`src/rtl/trap_ctrl.sv`:
```
// Machine-mode trap controller: exception/interrupt arbitration, trap target, CSR update set, post-redirect blackout.
// Optional feature macro: TRAP_VECTORED_EN (vectored mtvec mode for interrupts).
module trap_ctrl #(
  parameter int XLEN         = 64,
  parameter int NUM_IRQ      = 16,
  parameter int CODE_W       = 5,
  parameter int FLUSH_CYCLES = 2
) (
  input  logic               clk,
  input  logic               rst,
  input  logic               exc_en,
  input  logic [CODE_W-1:0]  exc_code,
  input  logic [XLEN-1:0]    exc_val,
  input  logic [NUM_IRQ-1:0] irq_pend,
  input  logic [NUM_IRQ-1:0] irq_mask,
  input  logic               mret,
  input  logic [XLEN-1:0]    pc_addr,
  input  logic [XLEN-1:0]    mtvec,
  input  logic [1:0]         priv_lvl,
  input  logic [XLEN-1:0]    mstatus_current,
  output logic               trap_taken,
  output logic [XLEN-1:0]    pc_trap_next,
  output logic               pc_ret_taken,
  output logic [XLEN-1:0]    pc_ret,
  output logic               csr_we,
  output logic [XLEN-1:0]    mepc_next,
  output logic [XLEN-1:0]    mcause_next,
  output logic [XLEN-1:0]    mtval_next,
  output logic [XLEN-1:0]    mstatus_next,
  output logic [1:0]         priv_lvl_next,
  output logic               busy
);
  localparam int CNT_W = $clog2(FLUSH_CYCLES + 1);

  typedef enum logic {IDLE, FLUSH} state_t;

  state_t           r_state, w_state_next;
  logic [CNT_W-1:0] r_cnt, w_cnt_next;

  logic             r_trap, r_ret, r_we;
  logic [XLEN-1:0]  r_pc_trap, r_pc_ret, r_mepc, r_mcause, r_mtval, r_mstatus;
  logic [1:0]       r_priv;

  logic             w_trap, w_ret, w_we;
  logic [XLEN-1:0]  w_pc_trap, w_pc_ret, w_mepc, w_mcause, w_mtval, w_mstatus;
  logic [1:0]       w_priv;

  logic [NUM_IRQ-1:0] w_elig;
  logic               w_gie, w_irq_req;
  logic [CODE_W-1:0]  w_irq_code;

  logic               w_ev_trap, w_ev_ret, w_ev_irq;
  logic [CODE_W-1:0]  w_ev_code;
  logic [XLEN-1:0]    w_ev_tval;
  logic [XLEN-1:0]    w_base, w_target, w_cause, w_ms_trap, w_ms_ret;
  logic               w_unused_mode;

  assign w_elig    = irq_pend & irq_mask;
  assign w_gie     = (priv_lvl != 2'b11) | mstatus_current[3];
  assign w_irq_req = w_gie & (|w_elig);

  // Later iterations overwrite earlier ones, so the highest eligible index wins.
  always_comb begin
    w_irq_code = '0;
    for (int i = 0; i < NUM_IRQ; i++) begin
      if (w_elig[i]) w_irq_code = CODE_W'(i);
    end
  end

  always_comb begin
    w_ev_trap = 1'b0;
    w_ev_ret  = 1'b0;
    w_ev_irq  = 1'b0;
    w_ev_code = '0;
    w_ev_tval = '0;
    if (r_state == IDLE) begin
      if (exc_en) begin
        w_ev_trap = 1'b1;
        w_ev_code = exc_code;
        w_ev_tval = exc_val;
      end else if (w_irq_req) begin
        w_ev_trap = 1'b1;
        w_ev_irq  = 1'b1;
        w_ev_code = w_irq_code;
      end else if (mret && (priv_lvl == 2'b11)) begin
        w_ev_ret  = 1'b1;
      end else if (mret) begin
        // mret below M-mode raises illegal-instruction
        w_ev_trap = 1'b1;
        w_ev_code = CODE_W'(2);
      end
    end
  end

  assign w_base        = {mtvec[XLEN-1:2], 2'b00};
  assign w_unused_mode = ^mtvec[1:0];

`ifdef TRAP_VECTORED_EN
  assign w_target = (w_ev_irq && (mtvec[1:0] == 2'b01))
                  ? w_base + (XLEN'(w_ev_code) << 2) : w_base;
`else
  assign w_target = w_base;
`endif

  always_comb begin
    w_cause                = '0;
    w_cause[CODE_W-1:0]    = w_ev_code;
    w_cause[XLEN-1]        = w_ev_irq;
    w_ms_trap              = mstatus_current;
    w_ms_trap[7]           = mstatus_current[3];
    w_ms_trap[3]           = 1'b0;
    w_ms_trap[12:11]       = priv_lvl;
    w_ms_ret               = mstatus_current;
    w_ms_ret[3]            = mstatus_current[7];
    w_ms_ret[7]            = 1'b1;
    w_ms_ret[12:11]        = 2'b00;
  end

  always_comb begin
    w_state_next = r_state;
    w_cnt_next   = r_cnt;
    w_trap       = 1'b0;
    w_ret        = 1'b0;
    w_we         = 1'b0;
    w_pc_trap    = r_pc_trap;
    w_pc_ret     = r_pc_ret;
    w_mepc       = r_mepc;
    w_mcause     = r_mcause;
    w_mtval      = r_mtval;
    w_mstatus    = r_mstatus;
    w_priv       = r_priv;
    case (r_state)
      IDLE: begin
        if (w_ev_trap) begin
          w_trap    = 1'b1;
          w_we      = 1'b1;
          w_pc_trap = w_target;
          w_mepc    = pc_addr;
          w_mcause  = w_cause;
          w_mtval   = w_ev_tval;
          w_mstatus = w_ms_trap;
          w_priv    = 2'b11;
        end else if (w_ev_ret) begin
          w_ret     = 1'b1;
          w_we      = 1'b1;
          w_pc_ret  = r_mepc;
          w_mstatus = w_ms_ret;
          w_priv    = mstatus_current[12:11];
        end
        if (w_ev_trap || w_ev_ret) begin
          w_state_next = FLUSH;
          w_cnt_next   = CNT_W'(FLUSH_CYCLES);
        end
      end
      FLUSH: begin
        w_cnt_next = r_cnt - CNT_W'(1);
        if (r_cnt == CNT_W'(1)) w_state_next = IDLE;
      end
      default: w_state_next = IDLE;
    endcase
  end

  always_ff @(posedge clk or posedge rst) begin
    if (rst) begin
      r_state   <= IDLE;
      r_cnt     <= '0;
      r_trap    <= 1'b0;
      r_ret     <= 1'b0;
      r_we      <= 1'b0;
      r_pc_trap <= '0;
      r_pc_ret  <= '0;
      r_mepc    <= '0;
      r_mcause  <= '0;
      r_mtval   <= '0;
      r_mstatus <= '0;
      r_priv    <= 2'b11;
    end else begin
      r_state   <= w_state_next;
      r_cnt     <= w_cnt_next;
      r_trap    <= w_trap;
      r_ret     <= w_ret;
      r_we      <= w_we;
      r_pc_trap <= w_pc_trap;
      r_pc_ret  <= w_pc_ret;
      r_mepc    <= w_mepc;
      r_mcause  <= w_mcause;
      r_mtval   <= w_mtval;
      r_mstatus <= w_mstatus;
      r_priv    <= w_priv;
    end
  end

  assign trap_taken    = r_trap;
  assign pc_ret_taken  = r_ret;
  assign csr_we        = r_we;
  assign pc_trap_next  = r_pc_trap;
  assign pc_ret        = r_pc_ret;
  assign mepc_next     = r_mepc;
  assign mcause_next   = r_mcause;
  assign mtval_next    = r_mtval;
  assign mstatus_next  = r_mstatus;
  assign priv_lvl_next = r_priv;
  assign busy          = (r_state == FLUSH);
endmodule

```
`config.mk`:
```
export PLATFORM = sky130hd
export DESIGN_NAME = trap_ctrl
export DESIGN_NICKNAME = d
export VERILOG_FILES = /design/src/rtl/trap_ctrl.sv
export SDC_FILE = /design/constraint.sdc
export NUM_CORES = 1
export LEC_CHECK = 0
export CELL_PAD_IN_SITES_DETAIL_PLACEMENT = 0
export CELL_PAD_IN_SITES_GLOBAL_PLACEMENT = 1
export CORE_AREA = 4 4 264 266
export DETAILED_ROUTE_END_ITERATION = 16
export DIE_AREA = 0 0 268 270
export PLACE_DENSITY_LB_ADDON = 0.3
export SYNTH_ARGS = -nofsm -noshare
export SYNTH_HDL_FRONTEND = slang
export SYNTH_SLANG_ARGS = --single-unit
```
`constraint.sdc`:
```
create_clock -name clk -period 12.3 [get_ports clk]
set_clock_uncertainty 0.15 [all_clocks]
set_input_delay 1.23 -clock clk [delete_from_list [all_inputs] [get_ports clk]]
set_output_delay 1.23 -clock clk [all_outputs]
set_load 0.005 [all_outputs]
```
* Word-level counts from Yosys, hierarchy flattened
Index checks and enable logic that the tools add are counted.
** Operators by class
- $lt $le $gt $ge :: 0
- Div/mod/pow operators :: 0
- Multipliers :: 0
- Add/subtract/negate cells :: 1
- Mux-type cells :: 47
- Shifts and indexed selects :: 0
- Equal/unequal tests :: 4
- Reductions and logical operators :: 7
- Bitwise gates (word level) :: 5
** Operator list (number)
- 2-to-1 mux 64 bit :: 3
- 2-to-1 mux 5 bit :: 15
- 2-to-1 mux 1 bit :: 21
- bitwise AND 16 bit :: 1
- OR reduction 16 bit :: 1
- 2-to-1 mux 2 bit :: 6
- one-hot mux 2 bit (2 select lines) :: 1
- AND reduction 2 bit :: 2
- AND reduction 3 bit :: 1
- equality test 2 x 1 -> 1 bit (second input constant) :: 1
- equality test 2 bit (second input constant) :: 1
- != test 2 x 1 -> 1 bit (second input constant) :: 1
- != test 2 bit (second input constant) :: 1
- inverter 1 bit :: 2
- one-hot mux 1 bit (2 select lines) :: 1
- nonzero test 2 bit :: 1
- subtractor 2 x 1 -> 2 bit (second input constant) :: 1
- bitwise AND 1 bit :: 1
- logical AND 1 bit :: 1
- logical OR 1 bit :: 1
- bitwise OR 1 bit :: 1
** Word-level totals
- Memories :: 0
- Memory bits (read-only) :: 0
- Register bits after elaboration :: 332
- Bits of input ports :: 299
- Bits in latches :: 0
- Output and inout bits :: 390
- RAM bits :: 0

* Longest topological paths before layout
- Depth in word-level cells :: 18
- Gate-level depth with buffers :: 8
- Depth with buffers taken out :: 6

* Worst setup path before layout
OpenSTA, ideal clock, no wires.
- Path kind :: in2reg
- Start point :: input irq_pend[6]
- End point :: register r_pc_ret[10] (netlist: pc_ret[10])
- Required time :: 12025 ps
- Setup time :: 125 ps
- Buffers on the path :: 2
- Arrival time :: 2843 ps
- Cell stages on the path :: 7
- Slack :: 9182 ps
- Path through :: a22o_1 -> nor4_2 -> a21boi_1 -> nor2_1 -> buf_2 -> buf_4 -> mux2_2
** On the way
- Word-level cells in the longest chain between the ends :: 8
- Elaborated cells between the ends (all ways) :: 11
- Classes of those cells :: mux: 6; bitwise: 3; reduce/logical: 2
** RTL lines
- start, declared :: RTL line 14 : input logic [NUM_IRQ-1:0] irq_pend,
- bitwise AND 16 bit (*) :: RTL line 58 : assign w_elig = irq_pend & irq_mask;
- OR reduction 16 bit (*) :: RTL line 60 : assign w_irq_req = w_gie & (|w_elig);
- bitwise AND 1 bit (*) :: RTL line 60
- 2-to-1 mux 1 bit :: RTL line 81 : end else if (w_irq_req) begin
- 2-to-1 mux 1 bit :: RTL line 77 : if (exc_en) begin
- 2-to-1 mux 1 bit :: RTL line 76 : if (r_state == IDLE) begin
- inverter 1 bit (no line)
- AND reduction 3 bit (no line) (*)
- end signal, assigned :: RTL line 184 : r_pc_ret <= w_pc_ret;
- end, declared :: RTL line 41 : logic [XLEN-1:0] r_pc_trap, r_pc_ret, r_mepc, r_mcause, r_mtval, r_mstatus;
Mark *: on every way between the ends. The rest lies on a longest branch, timed or not.
A chain may end at the register's enable or synchronous reset.

* Final worst setup path
- Start point :: input irq_pend[6]
- End point :: register r_pc_ret[54] (netlist: pc_ret[54])
Same word-level chain as after synthesis.

==> key figures <==
Clocking
  • Clock sinks: 332
  • Worst-path clk slew: 50 ps
  • Post-CTS sizing: 0
  • Clock Tree Buf Depth: 3
  • CTS Buf Count: 41
  • CTS tree: yes
  • Post-CTS Setup Repair Bufs: 0
  • # hold bufs at CTS: 0
  • Root buffer cell: clkbuf_16
  • Worst skew pair latency: 550 ps
  • H-tree depth: 2

Floorplan
  • Starting Density: 19.76%
  • Io pins: 689
  • Full die area: 0.07236 sq mm
  • Site Rows: 95
  • Die Wd: 268 microns
  • Die Ht: 270 microns
  • Core area: 0.06704 sq mm

Setup path
  • R2r setup slk: 9050 ps
  • R2r endpoint: pc_trap_next[56]
  • CP max FO: 59
  • Worst Path Required: 12570 ps
  • Setup CP Type: in2reg
  • Worst EP arrival: 4480 ps
  • CP Capture Type: register
  • Critical Path Source Type: input pin
  • Reg2reg start: busy
  • Worst reg2reg path depth: 7

Place
  • PortBufs: 626
  • GPL Wtd Cong: 0.7649
  • DP HPWL: 36.71 mm

Detailed routing
  • Via/cell ratio: 3.951
  • Drt initial violations: 454
  • First-pass detailed-route iteration total: 7
  • Vias post-DR: 10402
  • Detailed Route WL: 50.28 mm
  • DRC violations left: 0
  • Antenna Nets Post-Route: 0
  • Routed len/inst: 19.09 microns

Layout
  • Layout cells sized above 1: 11.44%
  • Multi-input gate area: 0.004413 sq mm
  • Layout overhead on the synthesized area: 62.02%
  • Fillers: 6811
  • Nets: 2030
  • FF/Latch Area: 0.008310 sq mm

Synth
  • Synth top area share: 62.34%
  • Post-synth EDFFs: 0
  • Cell area after synthesis: 0.01325 sq mm
  • Netlist cell types: 43
  • Mean Syn Cell Area: 11.92 sq um
  • Async set-or-reset flop fraction in the synthesized netlist: 100.0%
  • Synth cell count leaders: nand2_1, dfrtp_1, a22o_1, mux2_2, buf_4
  • Most common cell in the netlist: nand2_1
  • Synth top area cells: dfrtp_1, nand2_1, mux2_4
  • Top_reg_cell synth: dfrtp_1
  • Mapped Cells: 1111
  • Yosys reg bits: 332
  • Synth area leader: dfrtp_1
  • Seq/Total Area, Yosys: 62.74%
  • Synth Warn #: 0

Worst hold path
  • HP Class: reg2reg
  • WHS Endpoint: pc_trap_next[25]
  • Hold-critical path depth: 2
  • Hold path startpoint: pc_trap_next[25]

Global routing
  • Initial antenna violation count: 6
  • First-pass GRT wire length: 73.11 mm
  • Maximum number of pins on one net before global-route repair: 158
  • Grt ovf: 0
  • Vias in the first global route: 11053
  • Total track usage: 13.22%

Timing
  • Slew @ Worst Pin: 1142 ps
  • Fin crit period: 4207 ps
  • Final Hold Fails: 0
  • Unrepaired setup endpoints after global routing: false
  • Slew HR: 23.86%
  • Max-slew violations: 0
  • Count of endpoints failing setup in the final report: 0
  • Final hold slack: 325.4 ps
  • TNS Setup: 0 ps
  • Period utilization: 34.21%
  • FMAX: 237.7 MHz

Pwr
  • Flop pwr share: 35.6%
  • Clock power frac: 21.6%
  • Sw power: 1.680 mW
  • Power share of the combinational group: 42.8%
  • Lkg Pwr: 9.688 nW
  • Sw frac: 31.42%
  • Power density over the cells: 249.1 mW/mm^2
  • Internal power: 3.666 mW
  • Peak supply drop: 117.7 uV

Run
  • Max Cap Viol: 0

Outcome
  • Status: finished clean
power by group through the flow:
stage               registers (mW)  clock network, mW  logic [mW]
global route                  1.98               1.25        2.47
finish                        1.91               1.15        2.29
global placement              1.90                  0        2.33
detailed placement            1.92                  0        2.34
CTS                           1.91               1.21        2.35
floorplan                     1.92                  0       0.892
per-layer routing:
layer  wire length [microns]  GRT usage [%]  vias to the layer above
li1                        -              -                     4818
met5                      54              0                        -
met1                   19200          15.03                     5088
met4                    1663          4.578                        8
met3                    4271          4.528                       86
met2                   25090          23.05                      402
state kept, by name (all words and copies together) (netlist names):
signal	cells
mstatus_next	64
pc_ret_taken	1
pc_ret	64
priv_lvl_next	2
pc_trap_next	62
mtval_next	64
mepc_next	64
csr_we	1
mcause_next	6
trap_taken	1
r_cnt	2
busy	1
metrics by stage:
step / instance area, sq um / total power [mW] / setup WS (ps) / std cells / utilization, %
after floorplan: 13470 / 2.816 / 1727 / 1170 / -
after global placement: 20180 / 4.231 / 7390 / 2560 / 30.11
after detailed placement: 20180 / 4.259 / 7365 / 2560 / 30.11
after CTS: 21450 / 5.468 / 7971 / 2630 / 32.00
after global routing: 21460 / 5.693 / 7820 / 2631 / 32.01
final: 21460 / 5.346 / 8093 / 2633 / 32.01
worst max-delay path, stage by stage:
cell	delay (ps)
clkdlybuf4s50_1	440
a22o_1	320
nor4_2	590
a21boi_1	330
nor2_4	300
buf_4	730
mux2_2	420
layout by cell type (no fill, tap or decap), drive strengths merged, types with 2 or more instances in the layout:
cell type | netlist | final
mux2 | 125 | 125
nand4 | 2 | 2
o211ai | 3 | 3
nor2b | 2 | 2
clkinv | 0 | 2
dfstp | 2 | 2
clkdlybuf4s50 | 0 | 626
inv | 5 | 7
buf | 94 | 8
a21oi | 8 | 8
clkbuf | 23 | 66
nand2 | 391 | 391
dfrtp | 330 | 330
and3 | 2 | 2
a221oi | 3 | 3
o21ai | 10 | 10
nand3 | 7 | 7
nor2 | 10 | 10
conb | 1 | 60
diode | 0 | 3
a22o | 71 | 71
a22oi | 4 | 4
layout make-up:
type | instances | share of cell area, %
Sequential cell | 332 | 38.72
Antenna cell | 3 | 0.03498
Timing Repair Buffer | 634 | 29.53
Inverter | 5 | 0.1341
Clock inverter | 4 | 0.1457
Tap cell | 873 | 5.090
Clock buffer | 66 | 5.777
Multi-Input combinational cell | 716 | 20.56
worst max-delay path by stage:
stage	from	endpoint	slack (ps)	cells past startpoint
global route	exc_en	pc_trap_next[55]	7820	7
CTS	exc_en	pc_trap_next[55]	7970	7
global placement	exc_en	pc_trap_next[55]	7390	7
finish	irq_pend[6]	pc_ret[54]	8090	7
floorplan	rst	busy	1730	1
detailed placement	exc_en	pc_trap_next[55]	7370	7
cells by family (layout without fill, tap and decap cells):
group / Yosys count / count (layout) / synth area share [%]
compound gates: 109 / 109 / 6.669
other cells: 1 / 63 / 0.02831
flops: 332 / 332 / 62.74
mux: 125 / 125 / 12.27
fa+ha+maj: 1 / 1 / 0.09444
buf+inv: 122 / 709 / 5.856
simple gates: 421 / 421 / 12.35
Note: power is estimated with default switching activity, not from simulation.
